### config.mk
export PLATFORM = sky130hd
export DESIGN_NAME = watch_set_ctrl
export DESIGN_NICKNAME = d
export VERILOG_FILES = /design/src/rtl/watch_pkg.sv /design/src/rtl/btn_debounce.sv /design/src/rtl/watch_set_ctrl.sv
export SDC_FILE = /design/constraint.sdc
export NUM_CORES = 1
export LEC_CHECK = 0
export CAP_MARGIN = 10
export CORE_UTILIZATION = 30
export DETAILED_ROUTE_END_ITERATION = 7
export PLACE_DENSITY_LB_ADDON = 0.1
export SLEW_MARGIN = 40
export SYNTH_ARGS = -nofsm -noshare
export SYNTH_HDL_FRONTEND = slang
export SYNTH_HIERARCHICAL = 1
export SYNTH_SLANG_ARGS = --single-unit
### constraint.sdc
create_clock -name clk -period 3.9 [get_ports clk]
set_clock_uncertainty 0.1 [all_clocks]
set_input_delay 0.78 -clock clk [delete_from_list [all_inputs] [get_ports clk]]
set_output_delay 0.78 -clock clk [all_outputs]
set_load 0.02 [all_outputs]
### src/rtl/watch_pkg.sv
// Shared definitions for the watch time-set path and the hour/minute/second counters.
package watch_pkg;

   localparam int unsigned CLK_HZ              = 100_000_000;
   localparam int unsigned DEBOUNCE_CYCLES_DEF = 1_000_000;
   localparam int unsigned REPEAT_DELAY_DEF    = 50_000_000;
   localparam int unsigned REPEAT_PERIOD_DEF   = 10_000_000;

   typedef enum logic [1:0] {
      RUN,
      SET_HOUR,
      SET_MIN,
      SET_SEC
   } watch_state_e;

   function automatic int unsigned max_u(input int unsigned a, input int unsigned b);
      return (a > b) ? a : b;
   endfunction

endpackage

### src/rtl/btn_debounce.sv
// One push-button path: 2-flop synchronizer, counting debouncer and press strobe on
// an accepted rising level.
module btn_debounce
   import watch_pkg::*;
#(
   parameter int unsigned DEBOUNCE_CYCLES = DEBOUNCE_CYCLES_DEF
) (
   input  logic clk,
   input  logic rst,
   input  logic raw,
   output logic level,
   output logic press
);

   localparam int unsigned       CNT_W    = $clog2(DEBOUNCE_CYCLES);
   localparam logic [CNT_W-1:0]  CNT_LAST = CNT_W'(DEBOUNCE_CYCLES - 1);

   logic             sync0_q, sync0_d;
   logic             sync1_q, sync1_d;
   logic             level_q, level_d;
   logic             press_q, press_d;
   logic [CNT_W-1:0] cnt_q,   cnt_d;

   always_comb begin
      sync0_d = raw;
      sync1_d = sync0_q;
      level_d = level_q;
      press_d = 1'b0;
      cnt_d   = '0;
      // Any return to the accepted level restarts the stability count.
      if (sync1_q != level_q) begin
         if (cnt_q == CNT_LAST) begin
            level_d = sync1_q;
            press_d = sync1_q;
         end else begin
            cnt_d = cnt_q + CNT_W'(1);
         end
      end
   end

   always_ff @(posedge clk) begin
      if (rst) begin
         sync0_q <= 1'b0;
         sync1_q <= 1'b0;
         level_q <= 1'b0;
         press_q <= 1'b0;
         cnt_q   <= '0;
      end else begin
         sync0_q <= sync0_d;
         sync1_q <= sync1_d;
         level_q <= level_d;
         press_q <= press_d;
         cnt_q   <= cnt_d;
      end
   end

   assign level = level_q;
   assign press = press_q;

endmodule

### src/rtl/watch_set_ctrl.sv
// RUN/SET controller for the watch time-set path: conditions the three buttons,
// selects the field being set and issues increment strobes with hold-to-repeat.
module watch_set_ctrl
   import watch_pkg::*;
#(
   parameter int unsigned DEBOUNCE_CYCLES = DEBOUNCE_CYCLES_DEF,
   parameter int unsigned REPEAT_DELAY    = REPEAT_DELAY_DEF,
   parameter int unsigned REPEAT_PERIOD   = REPEAT_PERIOD_DEF
) (
   input  logic clk,
   input  logic rst,
   input  logic btn_mode,
   input  logic btn_next,
   input  logic btn_inc,
   output logic mode,
   output logic change_hour,
   output logic change_minute,
   output logic change_second,
   output logic valid_response
);

   localparam int unsigned     REP_W      = $clog2(max_u(REPEAT_DELAY, REPEAT_PERIOD));
   localparam logic [REP_W-1:0] DELAY_LAST  = REP_W'(REPEAT_DELAY - 1);
   localparam logic [REP_W-1:0] PERIOD_LAST = REP_W'(REPEAT_PERIOD - 1);

   logic mode_press, next_press, inc_press;
   logic mode_level, next_level, inc_level;
   logic unused_levels;

   watch_state_e     state_q, state_d;
   logic             inc_take;
   logic             rep_hold, rep_fire;
   logic             rep_active_q, rep_active_d;
   logic             rep_first_q,  rep_first_d;
   logic [REP_W-1:0] rep_cnt_q,    rep_cnt_d;

   logic mode_q,  mode_d;
   logic hour_q,  hour_d;
   logic min_q,   min_d;
   logic sec_q,   sec_d;
   logic valid_q, valid_d;

   btn_debounce #(.DEBOUNCE_CYCLES(DEBOUNCE_CYCLES)) u_mode (
      .clk(clk), .rst(rst), .raw(btn_mode), .level(mode_level), .press(mode_press)
   );
   btn_debounce #(.DEBOUNCE_CYCLES(DEBOUNCE_CYCLES)) u_next (
      .clk(clk), .rst(rst), .raw(btn_next), .level(next_level), .press(next_press)
   );
   btn_debounce #(.DEBOUNCE_CYCLES(DEBOUNCE_CYCLES)) u_inc (
      .clk(clk), .rst(rst), .raw(btn_inc), .level(inc_level), .press(inc_press)
   );

   assign unused_levels = mode_level ^ next_level;

   always_ff @(posedge clk) begin
      if (rst) begin
         state_q      <= RUN;
         rep_active_q <= 1'b0;
         rep_first_q  <= 1'b0;
         rep_cnt_q    <= '0;
         mode_q       <= 1'b0;
         hour_q       <= 1'b0;
         min_q        <= 1'b0;
         sec_q        <= 1'b0;
         valid_q      <= 1'b0;
      end else begin
         state_q      <= state_d;
         rep_active_q <= rep_active_d;
         rep_first_q  <= rep_first_d;
         rep_cnt_q    <= rep_cnt_d;
         mode_q       <= mode_d;
         hour_q       <= hour_d;
         min_q        <= min_d;
         sec_q        <= sec_d;
         valid_q      <= valid_d;
      end
   end

   // Priority mode > next > inc; a losing inc press is dropped.
   always_comb begin
      state_d  = state_q;
      inc_take = 1'b0;
      if (mode_press) begin
         state_d = (state_q == RUN) ? SET_HOUR : RUN;
      end else if (next_press) begin
         case (state_q)
            SET_HOUR: state_d = SET_MIN;
            SET_MIN:  state_d = SET_SEC;
            SET_SEC:  state_d = SET_HOUR;
            default:  state_d = state_q;
         endcase
      end else if (inc_press && (state_q != RUN)) begin
         inc_take = 1'b1;
      end
   end

   // Repeat timer runs from the accepted press; first interval REPEAT_DELAY, then REPEAT_PERIOD.
   always_comb begin
      rep_hold     = (state_d == state_q) && (state_q != RUN) && inc_level;
      rep_fire     = 1'b0;
      rep_active_d = 1'b0;
      rep_first_d  = rep_first_q;
      rep_cnt_d    = '0;
      if (inc_take) begin
         rep_active_d = 1'b1;
         rep_first_d  = 1'b1;
      end else if (rep_active_q && rep_hold) begin
         rep_active_d = 1'b1;
         if (rep_cnt_q == (rep_first_q ? DELAY_LAST : PERIOD_LAST)) begin
            rep_fire    = 1'b1;
            rep_first_d = 1'b0;
         end else begin
            rep_cnt_d = rep_cnt_q + REP_W'(1);
         end
      end
   end

   // Decoding the next state keeps outputs in step with the state register.
   always_comb begin
      mode_d  = (state_d != RUN);
      hour_d  = (state_d == SET_HOUR);
      min_d   = (state_d == SET_MIN);
      sec_d   = (state_d == SET_SEC);
      valid_d = inc_take | rep_fire;
   end

   assign mode           = mode_q;
   assign change_hour    = hour_q;
   assign change_minute  = min_q;
   assign change_second  = sec_q;
   assign valid_response = valid_q;

endmodule

# After elaboration in Yosys (flattened, before gate mapping)
# Cells that the tools add are included.
[op_classes]
n_mux = 16
multipliers = 0
shift = 0
n_div = 0
n_bitwise = 8
n_eq_ne = 14
order_cmp = 0
n_reduce_logical = 20
add_sub_neg = 4
[ops]
columns = ["cell", "count"]
rows = [
  ["adder 20 x 1 -> 20 bit (second input constant)", 3],
  ["equality test 20 bit (second input constant)", 3],
  ["adder 26 x 1 -> 26 bit (second input constant)", 1],
  ["equality test 26 bit", 1],
  ["2-to-1 mux 26 bit", 1],
  ["OR reduction 3 bit", 6],
  ["2-to-1 mux 1 bit", 12],
  ["equality test 2 bit (second input constant)", 4],
  ["AND reduction 2 bit", 4],
  ["nonzero test 2 bit", 4],
  ["inverter 1 bit", 7],
  ["one-hot mux 2 bit (3 select lines)", 1],
  ["equality test 2 x 1 -> 1 bit (second input constant)", 2],
  ["logical AND 1 bit", 4],
  ["2-to-1 mux 2 bit", 2],
  ["OR reduction 4 bit", 1],
  ["!= test 1 bit", 3],
  ["equality test 2 bit", 1],
  ["zero test 2 bit", 1],
  ["bitwise OR 1 bit", 1],
]
[totals]
input_bits = 5
regBits = 107
output_inout_bits = 5
mem_bits_ro = 0
ram_bits = 0
elab_cells = 86
latchBits = 0
memories = 0

# Longest topological paths before layout
[depth]
word_depth = 11
ltp_mapped = 7
depth_no_buf = 6

# By module
# Netlist, hierarchy kept.
[by_module_without_submodules]
columns = ["mod", "seq_area_each_um2", "area_each_um2", "instances", "cells_each"]
rows = [
  ["btn_debounce", 480.5, 1066.0, 3, 118],
  ["watch_set_ctrl", 700.7, 1762.9, 1, 199],
]

# Worst setup path before layout
# OpenSTA, ideal clock, no wires.
[synth_timing]
path_kind = "register to register"
startpoint = "register rep_cnt_q[0]"
endpoint = "register rep_cnt_q[13]"
synth_period_minus_slack_ns = 2.390
path_slack_ns = 1.510
setup_time_ns = 0.132
arrival_ns = 2.158
stages_incl_launch_ff = 7
path_cell_list = "dfxtp_1 ha_1 nand4_1 or4_4 a2111oi_4 buf_6 nor3_1"
[synth_via]
elab_chain_cells = 2
word_cells_on_any_way = 3
[synth_lines]
columns = ["element", "line", "text"]
rows = [
  ["start, declared", "watch_set_ctrl.sv:35", "logic [REP_W-1:0] rep_cnt_q, rep_cnt_d;"],
  ["start signal, assigned", "watch_set_ctrl.sv:70", "rep_cnt_q <= rep_cnt_d;"],
  ["parallel branches: the longest is 2 deep, another holds adder 26 x 1 -> 26 bit", "-", ""],
]
# Several ways; the timed one is not identified.
# A chain may end at the register's enable or synchronous reset.

# Worst setup path in the final report
[layout_timing]
startpoint = "register rep_cnt_q[0]"
endpoint = "register valid_q (netlist: valid_response)"
[layout_via]
elab_chain_cells = 5
[layout_lines]
columns = ["element", "line", "text"]
rows = [
  ["equality test 26 bit", "watch_set_ctrl.sv:109", "if (rep_cnt_q == (rep_first_q ? DELAY_LAST : PERIOD_LAST)) begin"],
  ["2-to-1 mux 1 bit", "watch_set_ctrl.sv:109", ""],
  ["2-to-1 mux 1 bit", "watch_set_ctrl.sv:107", "end else if (rep_active_q && rep_hold) begin"],
  ["2-to-1 mux 1 bit", "watch_set_ctrl.sv:104", "if (inc_take) begin"],
  ["bitwise OR 1 bit", "watch_set_ctrl.sv:124", "valid_d = inc_take | rep_fire;"],
  ["end signal, assigned", "watch_set_ctrl.sv:75", "valid_q <= valid_d;"],
  ["end, declared", "watch_set_ctrl.sv:41", "logic valid_q, valid_d;"],
]
# No other way between the ends.

==> impl_metrics.py <==
metrics = {
    "outcome": {
        "status": "completed",
    },
    "drt": {
        "wl_per_cell_um": 13.7,
        "vias_per_cell": 5.07,
        "via_count": 3932,
        "ant_nets": 0,
        "drc": 0,
        "drtIter0Drc": 161,
        "drt_wl_total_mm": 10.6,
        "detail_route.first_pass.iterations": 5,
    },
    "synth": {
        "synth_compound_area_share_pct": 10.4,
        "mappedNetlistNets": 563,
        "netlist_area_um2": 4960,
        "synthArstFlopShare_pct": 0,
        "synth_xor_area_share_pct": 9.36,
        "synth-edff-count": 0,
        "synthSimpleGateAreaFrac_pct": 32.1,
        "synth_top_family_by_area": "simple AND/OR/NAND/NOR gates",
        "synth_area_per_cell_um2": 8.97,
        "synthAdderAreaFrac_pct": 1.26,
        "synthDistinctLibCells": 50,
        "synth-seq-cells": 107,
        "synth.area.mux_share_pct": 0.429,
        "synth.yosys.seq_area_share_pct": 43.2,
        "netlist_instances": 553,
        "ys.warnings.count": 6,
        "dominantRegCellSynth": "dfxtp_1",
    },
    "clock_tree": {
        "post_cts_buffers": 0,
        "clock_sinks": 107,
        "cts_buffers": 9,
        "insertion_delay_ns": 0.35,
        "cts_root_buf": "clkbuf_16",
        "tritoncts": "done",
        "path_clk_slew_ns": 0.07,
        "cts_hold_buf": 0,
        "htree_num_levels": 3,
        "clock_path_buffers": 2,
        "cts_resized": 0,
    },
    "critical_path": {
        "r2r_slack_ns": 1.41,
        "path_buf_inv": 1,
        "r2r_cells": 6,
        "critical_path.max_stage_delay_ns": 0.64,
        "cp_cell_sequence": "ha_1 -> nand4_1 -> or4_4 -> a2111oi_4 -> buf_4 -> a31o_2",
        "cp-endpoint": "valid_response",
        "r2r-end": "valid_response",
        "slowest_stage": "or4_4",
        "worst_ep_required_time_ns": 4.10,
        "rr_startpoint": "rep_cnt_q[0]",
        "cp.arrival_ns": 2.69,
        "critPathTopFamily": "simple AND/OR/NAND/NOR gates",
        "path_max_fanout": 15,
        "endpoint_kind": "register",
        "critical_path_class": "register to register",
        "cp-startpoint": "rep_cnt_q[0]",
        "cp.depth": 6,
        "crit_path_start_kind": "register",
    },
    "sta": {
        "rsz0062_at_grt": "no",
        "setup_viol_count_final": 0,
        "slew_headroom_pct": 63.6,
        "post-route-period-util_pct": 63.8,
        "hold-worst-slack_ns": 0.338,
        "max_freq_mhz": 402,
        "tightestPinTransition_ns": 0.539,
        "slew_violations": 0,
        "final.setup.tns_ns": 0,
        "fin_crit_ns": 2.49,
        "hold_violations": 0,
        "layout_setup_ws_ns": 1.41,
    },
    "placement": {
        "dpl_cell_area_um2": 5230,
        "dp.final_hpwl_mm": 7.27,
        "gp_congestion": 0.772,
        "pre_cts_ws_ns": 1.39,
        "port_buffers": 9,
    },
    "run": {
        "maxCapViolCount": 0,
    },
    "floorplanning": {
        "pin_count": 10,
        "initial_core_util_pct": 31.0,
        "core_region_area_um2": 16000,
        "die_w_um": 131,
        "dieHeight_um": 131,
        "num_rows": 46,
        "die_area_um2": 17100,
    },
    "grt": {
        "overflow": 0,
        "grt_pass1_wl_mm": 18.0,
        "grt_antenna_before_repair": 0,
        "grt_max_degree": 27,
        "track_usage_pct": 13.4,
        "grt_pass1_vias": 3679,
    },
    "final_layout": {
        "area_delta_synth_final_pct": 11.8,
        "final_area_um2": 5540,
        "drive_gt1_share_pct": 7.33,
        "layout.nets": 565,
        "final_common_cell": "dfxtp_1",
        "antenna_cells": 0,
        "fill_cells": 1720,
        "mostFrequentLayoutCells": "dfxtp_1 (107), nor2_1 (56), nand3_1 (36), xnor2_1 (30)",
    },
    "min_path": {
        "min_path_type": "register to register",
        "min_from": "u_inc/sync0_q",
    },
    "power": {
        "power_leakage_nw": 1.55,
        "power.total_mw": 2.10,
        "powerDensity_nw_per_um2": 378,
        "ir_worst_vdd_mv": 0.229,
    },
}
## where the power goes
group	internal, mW	switching [mW]
Combinational	0.00855	0.0117
Sequential	1.10	0.00241
Clock	0.577	0.403
Total	1.68	0.417
## synthesized netlist by cell type (2+ instances only)
library cell | count | area, µm²
xnor2_1 | 30 | 263
nand3_1 | 36 | 180
and3_1 | 16 | 100
nand4bb_1 | 3 | 33.8
nor4b_1 | 5 | 43.8
xor2_1 | 23 | 201
ha_1 | 5 | 62.6
nand4_1 | 29 | 181
and4_1 | 6 | 52.6
or4b_1 | 3 | 30.0
inv_1 | 10 | 37.5
or3b_2 | 5 | 43.8
nor3_1 | 25 | 125
nand2b_1 | 2 | 12.5
nor2b_1 | 7 | 43.8
a31o_2 | 3 | 26.3
buf_6 | 5 | 56.3
clkbuf_1 | 12 | 45.0
nand2_1 | 29 | 109
nor2_1 | 56 | 210
o31ai_1 | 13 | 97.6
or4_4 | 4 | 45.0
nor4_1 | 10 | 62.6
o21ai_4 | 3 | 48.8
a21oi_1 | 23 | 115
or4_1 | 19 | 143
o21ai_0 | 18 | 90.1
or4b_2 | 2 | 20.0
a211oi_1 | 9 | 67.6
dfxtp_1 | 107 | 2140
or3_1 | 14 | 87.6
clkbuf_2 | 3 | 15.0
## worst register-to-register path, delay by kind of cell, from the launching register on
kind	cells	cell delay [ns]
compound gates	2	0.49
fa+ha+maj	1	0.23
buf+inv	1	0.28
flops	1	0.39
simple gates	2	0.95
## state kept, by name, indices dropped and copies added, names as in the netlist, 2 cells and up
signal and cells:
state_q 2, u_next/cnt_q 20, rep_cnt_q 26, u_mode/cnt_q 20, u_inc/cnt_q 20
## per-stage QoR
stage | utilization (%) | cells
6_report | 34.6 | 775
2_1_floorplan | - | 553
4_1_cts | 34.6 | 775
5_1_grt | 34.6 | 775
3_5_place_dp | 32.7 | 760
3_3_place_gp | 32.7 | 760
## metal layers
layer	up-vias	share of wire [%]	GRT usage [%]
li1	2047	-	-
met1	1840	50	16.9
met2	35	45	21.8
met3	10	2.9	4.15
met4	0	1.5	4.39
met5	-	0	0
## layout make-up
class	count	area [µm²]	share of cell area (%)
Clock buffer	11	243	4.38
Clock inverter	4	75.1	1.35
Inverter	10	37.5	0.677
Multi-Input combinational cell	414	2660	47.9
Sequential cell	107	2140	38.6
Tap cell	216	270	4.87
Timing Repair Buffer	13	120	2.17
## logic make-up after synthesis
kind of cell             after synthesis
adder cells (fa/ha/maj)                5
XOR/XNOR                              53
multiplexers                           2
flip-flops                           107
buffers and inverters                 32
AND/OR/NAND/NOR                      279
AO/OA/AOI/OAI                         75
## worst min-delay path by stage
stage / to / slack (ns) / depth (start not counted)
final: u_inc/sync1_q / 0.34 / 1
after CTS: u_inc/sync1_q / 0.34 / 1
after global routing: u_next/sync1_q / 0.35 / 1
after floorplan: u_inc/sync1_q / 0.31 / 1
after detailed placement: u_inc/sync1_q / 0.32 / 1
after global placement: u_mode/sync1_q / 0.32 / 1
(Power assumes the default switching activity.)
==> variant 1: new RTL, config.mk and constraints unchanged <==
Make the reset (`rst`) asynchronous in 2 clocked blocks.
--- a/src/rtl/btn_debounce.sv
+++ b/src/rtl/btn_debounce.sv
@@ -38,7 +38,7 @@
       end
    end
 
-   always_ff @(posedge clk) begin
+   always_ff @(posedge clk or posedge rst) begin
       if (rst) begin
          sync0_q <= 1'b0;
          sync1_q <= 1'b0;
--- a/src/rtl/watch_set_ctrl.sv
+++ b/src/rtl/watch_set_ctrl.sv
@@ -52,7 +52,7 @@
 
    assign unused_levels = mode_level ^ next_level;
 
-   always_ff @(posedge clk) begin
+   always_ff @(posedge clk or posedge rst) begin
       if (rst) begin
          state_q      <= RUN;
          rep_active_q <= 1'b0;
Behaviour: same outputs for any inputs over 10 cycles, from zero or initial values and one cycle with rst high; that may be too few to reach the edited logic, so the function may still have changed.
==> variant 1 against the unedited design <==
- hold slack worse by 0.083 ns
- area after synthesis is 8.4% higher
- worst setup slack worse by 0.0059 ns
- largest cell class is now sequential cells
- maximum frequency is 0.24% lower
- design area is 9.0% higher
- die area is 8.2% higher
- global-route usage is 0.18 points lower
- sequential cell count stayed put
- routed wire length is 3.1% higher
Power is not compared: it rests on default switching activity, and its combinational part moved more than twofold at a synthesized area within 25%.
==> variant 1: results <==
export IMPL_vias=3833
export IMPL_ys_types=55
export IMPL_largest_reg_flops=26
export IMPL_wl_met1_um=5460
export IMPL_hpwl_um=7340
export IMPL_antennaDiodeCount=0
export IMPL_track_usage_pct=13.2
export IMPL_gr_usage_met2_pct=20.7
export IMPL_syn_num_nets=519
export IMPL_yosys_register_bits=107
export IMPL_path_delay_family="compound AO/OA/AOI/OAI gates"
export IMPL_multi_input_cells=370
export IMPL_synthTopCellsByArea="dfrtp_1 (50%), xor2_1 (4.7%), xnor2_1 (4.2%)"
export IMPL_slew_headroom_pct=43.9
export IMPL_ir_drop_uv=205
export IMPL_gp_congestion=0.716
export IMPL_buf_share_pct=2.17
export IMPL_final_clk_cell_share_pct=5.28
export IMPL_viasPerCell=5.11
export IMPL_crit_arrival_ns=2.60
export IMPL_dp_cells=734
export IMPL_wl_per_cell_um=14.6
export IMPL_grt_pass1_vias=3890
export IMPL_wl_met2_um=5100
export IMPL_drt_pass1_iter_count=4
export IMPL_multi_input_area_share_pct=42.5
export IMPL_grt_pass1_wl_um=19100
export IMPL_slowest_delay_ns=0.73
export IMPL_seq_area_um2=2680
export IMPL_fill_cells=1802
export IMPL_ys_async_sr_fraction_pct=100
export IMPL_nets=530
export IMPL_n_all_buffers=14
export IMPL_drt_iter0_drc=143
export IMPL_met3_usage_pct=3.91
export IMPL_clk_path_buf_depth=2
export IMPL_synthTopCellsByCount="dfrtp_1 (107), nor2_1 (51), xor2_1 (29)"
export IMPL_grt_use_met1_pct=17.5
export IMPL_cts_root_buf="clkbuf_16"
export IMPL_synth_seq_area_share_pct=49.8
export IMPL_status="finished, final reports clean"
export IMPL_slowest_stage="a211oi_2"
export IMPL_clockBufferCount=10
export IMPL_layout_drive_gt1_share_pct=11.4
export IMPL_syn_inst=509
export IMPL_cp_max_fo=17
export IMPL_wl_met3_um=302
export IMPL_leakagePower_nw=2.37
export IMPL_dr_max_layer_used="met4"
export IMPL_grt_max_degree=36
export IMPL_inv_count=18
==> variant 1: changes by cell type after synthesis, sizes merged, moves of 6 or more <==
cell    before  now
xor2        23   29
and3        17   11
nand3       37   30
dfxtp      107    0
nor2b        7    0
inv         10   18
o21ai       21    7
a21oi       23   16
dfrtp        0  107
clkbuf      15    8
==> variant 1: through the flow <==
stage / hold WS (ns) / worst slack, ns / power, mW / cell area (µm²) / util (%)
floorplan: 0.231 / 1.78 / 1.19 / 5380 / -
global placement: 0.234 / 1.28 / 1.21 / 5690 / 32.7
detailed placement: 0.236 / 1.38 / 1.21 / 5720 / 32.9
finish: 0.254 / 1.41 / 2.16 / 6040 / 34.7
global route: 0.263 / 1.21 / 2.26 / 6040 / 34.7
CTS: 0.255 / 1.36 / 2.22 / 6040 / 34.7
==> variant 1: logic make-up after synthesis <==
family	count (synthesis)	synth area share [%]
mux	7	1.51
flops	107	49.8
fa+ha+maj	5	1.16
compound gates	61	8.75
simple gates	242	27.3
buf+inv	32	2.56
xor+xnor	55	8.96
==> variant 1: path summary, 6_finish.rpt <==
kind                                    startpoint                      end  slack [ns]  cells past startpoint
max reg2reg                 rep_cnt_q[0]$_DFF_PP0_  rep_cnt_q[24]$_DFF_PP0_        1.41                      6
min in group asynchronous                      rst   u_mode/press$_DFF_PP0_        0.82                      2
max in group asynchronous                      rst  rep_cnt_q[14]$_DFF_PP0_        2.48                      3
min reg2reg                u_inc/sync0_q$_DFF_PP0_  u_inc/sync1_q$_DFF_PP0_        0.25                      0
min                        u_inc/sync0_q$_DFF_PP0_  u_inc/sync1_q$_DFF_PP0_        0.25                      0
max                         rep_cnt_q[0]$_DFF_PP0_  rep_cnt_q[24]$_DFF_PP0_        1.41                      6
==> variant 2: new RTL, same settings <==
Made on the original files. The package constant `REPEAT_PERIOD_DEF` goes from 10_000_000 to 20_000_000.
--- a/src/rtl/watch_pkg.sv
+++ b/src/rtl/watch_pkg.sv
@@ -4,7 +4,7 @@
    localparam int unsigned CLK_HZ              = 100_000_000;
    localparam int unsigned DEBOUNCE_CYCLES_DEF = 1_000_000;
    localparam int unsigned REPEAT_DELAY_DEF    = 50_000_000;
-   localparam int unsigned REPEAT_PERIOD_DEF   = 10_000_000;
+   localparam int unsigned REPEAT_PERIOD_DEF   = 20_000_000;
 
    typedef enum logic [1:0] {
       RUN,
Function: same outputs for any inputs over 10 cycles, from zero or initial values and one cycle with rst high; that may be too few to reach the edited logic, so the function may still have changed.
==> variant 2 against the unedited design <==
- total power is 2.2% lower
- synthesized cell count decreased by 1.1%
- design area is 0.74% lower
- non-clock buffer count is the same
- worst setup slack worse by 0.073 ns
- sequential cell count stayed put
- critical path depth shrank 2
- sequential share of layout area grew 0.29 points
- area after synthesis is 0.18% lower
- routed wire length down 5.1%
- global-route usage shrank 0.78 points
- critical path type unchanged
==> variant 2: results <==
export IMPL_status="finished, final reports clean"
export IMPL_worst_slack_ns=1.34
export IMPL_antenna_found_initial=0
export IMPL_synthTopCellsByArea="dfxtp_1 (43%), xnor2_1 (5.0%), xor2_1 (4.4%)"
export IMPL_syn_inst=547
export IMPL_slowest_delay_ns=0.86
export IMPL_fill_cells=1710
export IMPL_layout_drive_gt1_share_pct=6.87
export IMPL_ir_drop_uv=257
export IMPL_post_cts_setup_buffers=0
export IMPL_r2r_cells=4
export IMPL_routed_wirelength_um=10100
export IMPL_synthTopCellsByCount="dfxtp_1 (107), nor2_1 (54), nand3_1 (39), xnor2_1 (28), nand4_1 (26)"
export IMPL_nets=558
export IMPL_slowest_stage="or4_1"
export IMPL_reg2reg_slack_ns=1.34
export IMPL_wl_met1_um=4990
export IMPL_numCtsBuffers=9
export IMPL_holdWs_ns=0.339
export IMPL_startpoint="rep_cnt_q[2]$_SDFF_PP0_"
export IMPL_synth_adder_area_share_pct=1.26
export IMPL_drt_iter0_drc=130
export IMPL_vias=3893
export IMPL_largest_reg_flops=26
export IMPL_clk_insertion_delay_late_ns=0.35
export IMPL_dp_cells=753
export IMPL_synth_area_mux_share_pct=0.430
export IMPL_crit_arrival_ns=2.72
export IMPL_hold_end="u_next/sync1_q$_SDFF_PP0_"
export IMPL_hpwl_um=6900
export IMPL_grt_use_met1_pct=16.0
export IMPL_cts_hold_buf=0
export IMPL_hp_start="u_next/sync0_q$_SDFF_PP0_"
export IMPL_track_usage_pct=12.6
export IMPL_wl_met2_um=4640
export IMPL_tightest_slew_ns=0.589
export IMPL_grt_pass1_wl_um=16900
export IMPL_synth_seq_area_share_pct=43.3
export IMPL_grt_pass1_vias=3517
export IMPL_cts_resized=0
export IMPL_gp_congestion=0.757
export IMPL_leakagePower_nw=1.57
export IMPL_switching_share_pct=20.7
export IMPL_rr_endpoint="rep_cnt_q[23]$_SDFF_PP0_"
export IMPL_gr_usage_met2_pct=20.8
export IMPL_met3_usage_pct=3.91
export IMPL_wl_met3_um=331
export IMPL_viasPerCell=5.06
export IMPL_dpl_cell_area_um2=5200
export IMPL_ys_types=47
export IMPL_drt_pass1_iter_count=4
export IMPL_synth_compound_area_share_pct=10.4
export IMPL_synth_xor_area_share_pct=9.37
export IMPL_cp_max_fo=12
variant 2: area by class of cell:
cell class | count | area (µm²) | share of cell area, %
Timing Repair Buffer | 13 | 120 | 2.18
Clock inverter | 4 | 56.3 | 1.02
Sequential cell | 107 | 2140 | 38.9
Multi-Input combinational cell | 410 | 2640 | 48.0
Tap cell | 216 | 270 | 4.91
Clock buffer | 12 | 246 | 4.48
Inverter | 7 | 26.3 | 0.477
variant 2: logic make-up after synthesis:
group | Yosys count
adder cells (fa/ha/maj) | 5
flip-flops | 107
AO/OA/AOI/OAI | 77
multiplexers | 2
buffers and inverters | 30
XOR/XNOR | 53
AND/OR/NAND/NOR | 273
variant 2: power groups by stage:
stage               logic, mW  registers [mW]  clock network (mW)
global route           0.0220            1.10                1.02
floorplan              0.0120            1.12                   0
detailed placement     0.0206            1.12                   0
CTS                    0.0207            1.10               0.979
global placement       0.0203            1.12                   0
finish                 0.0200            1.10               0.934
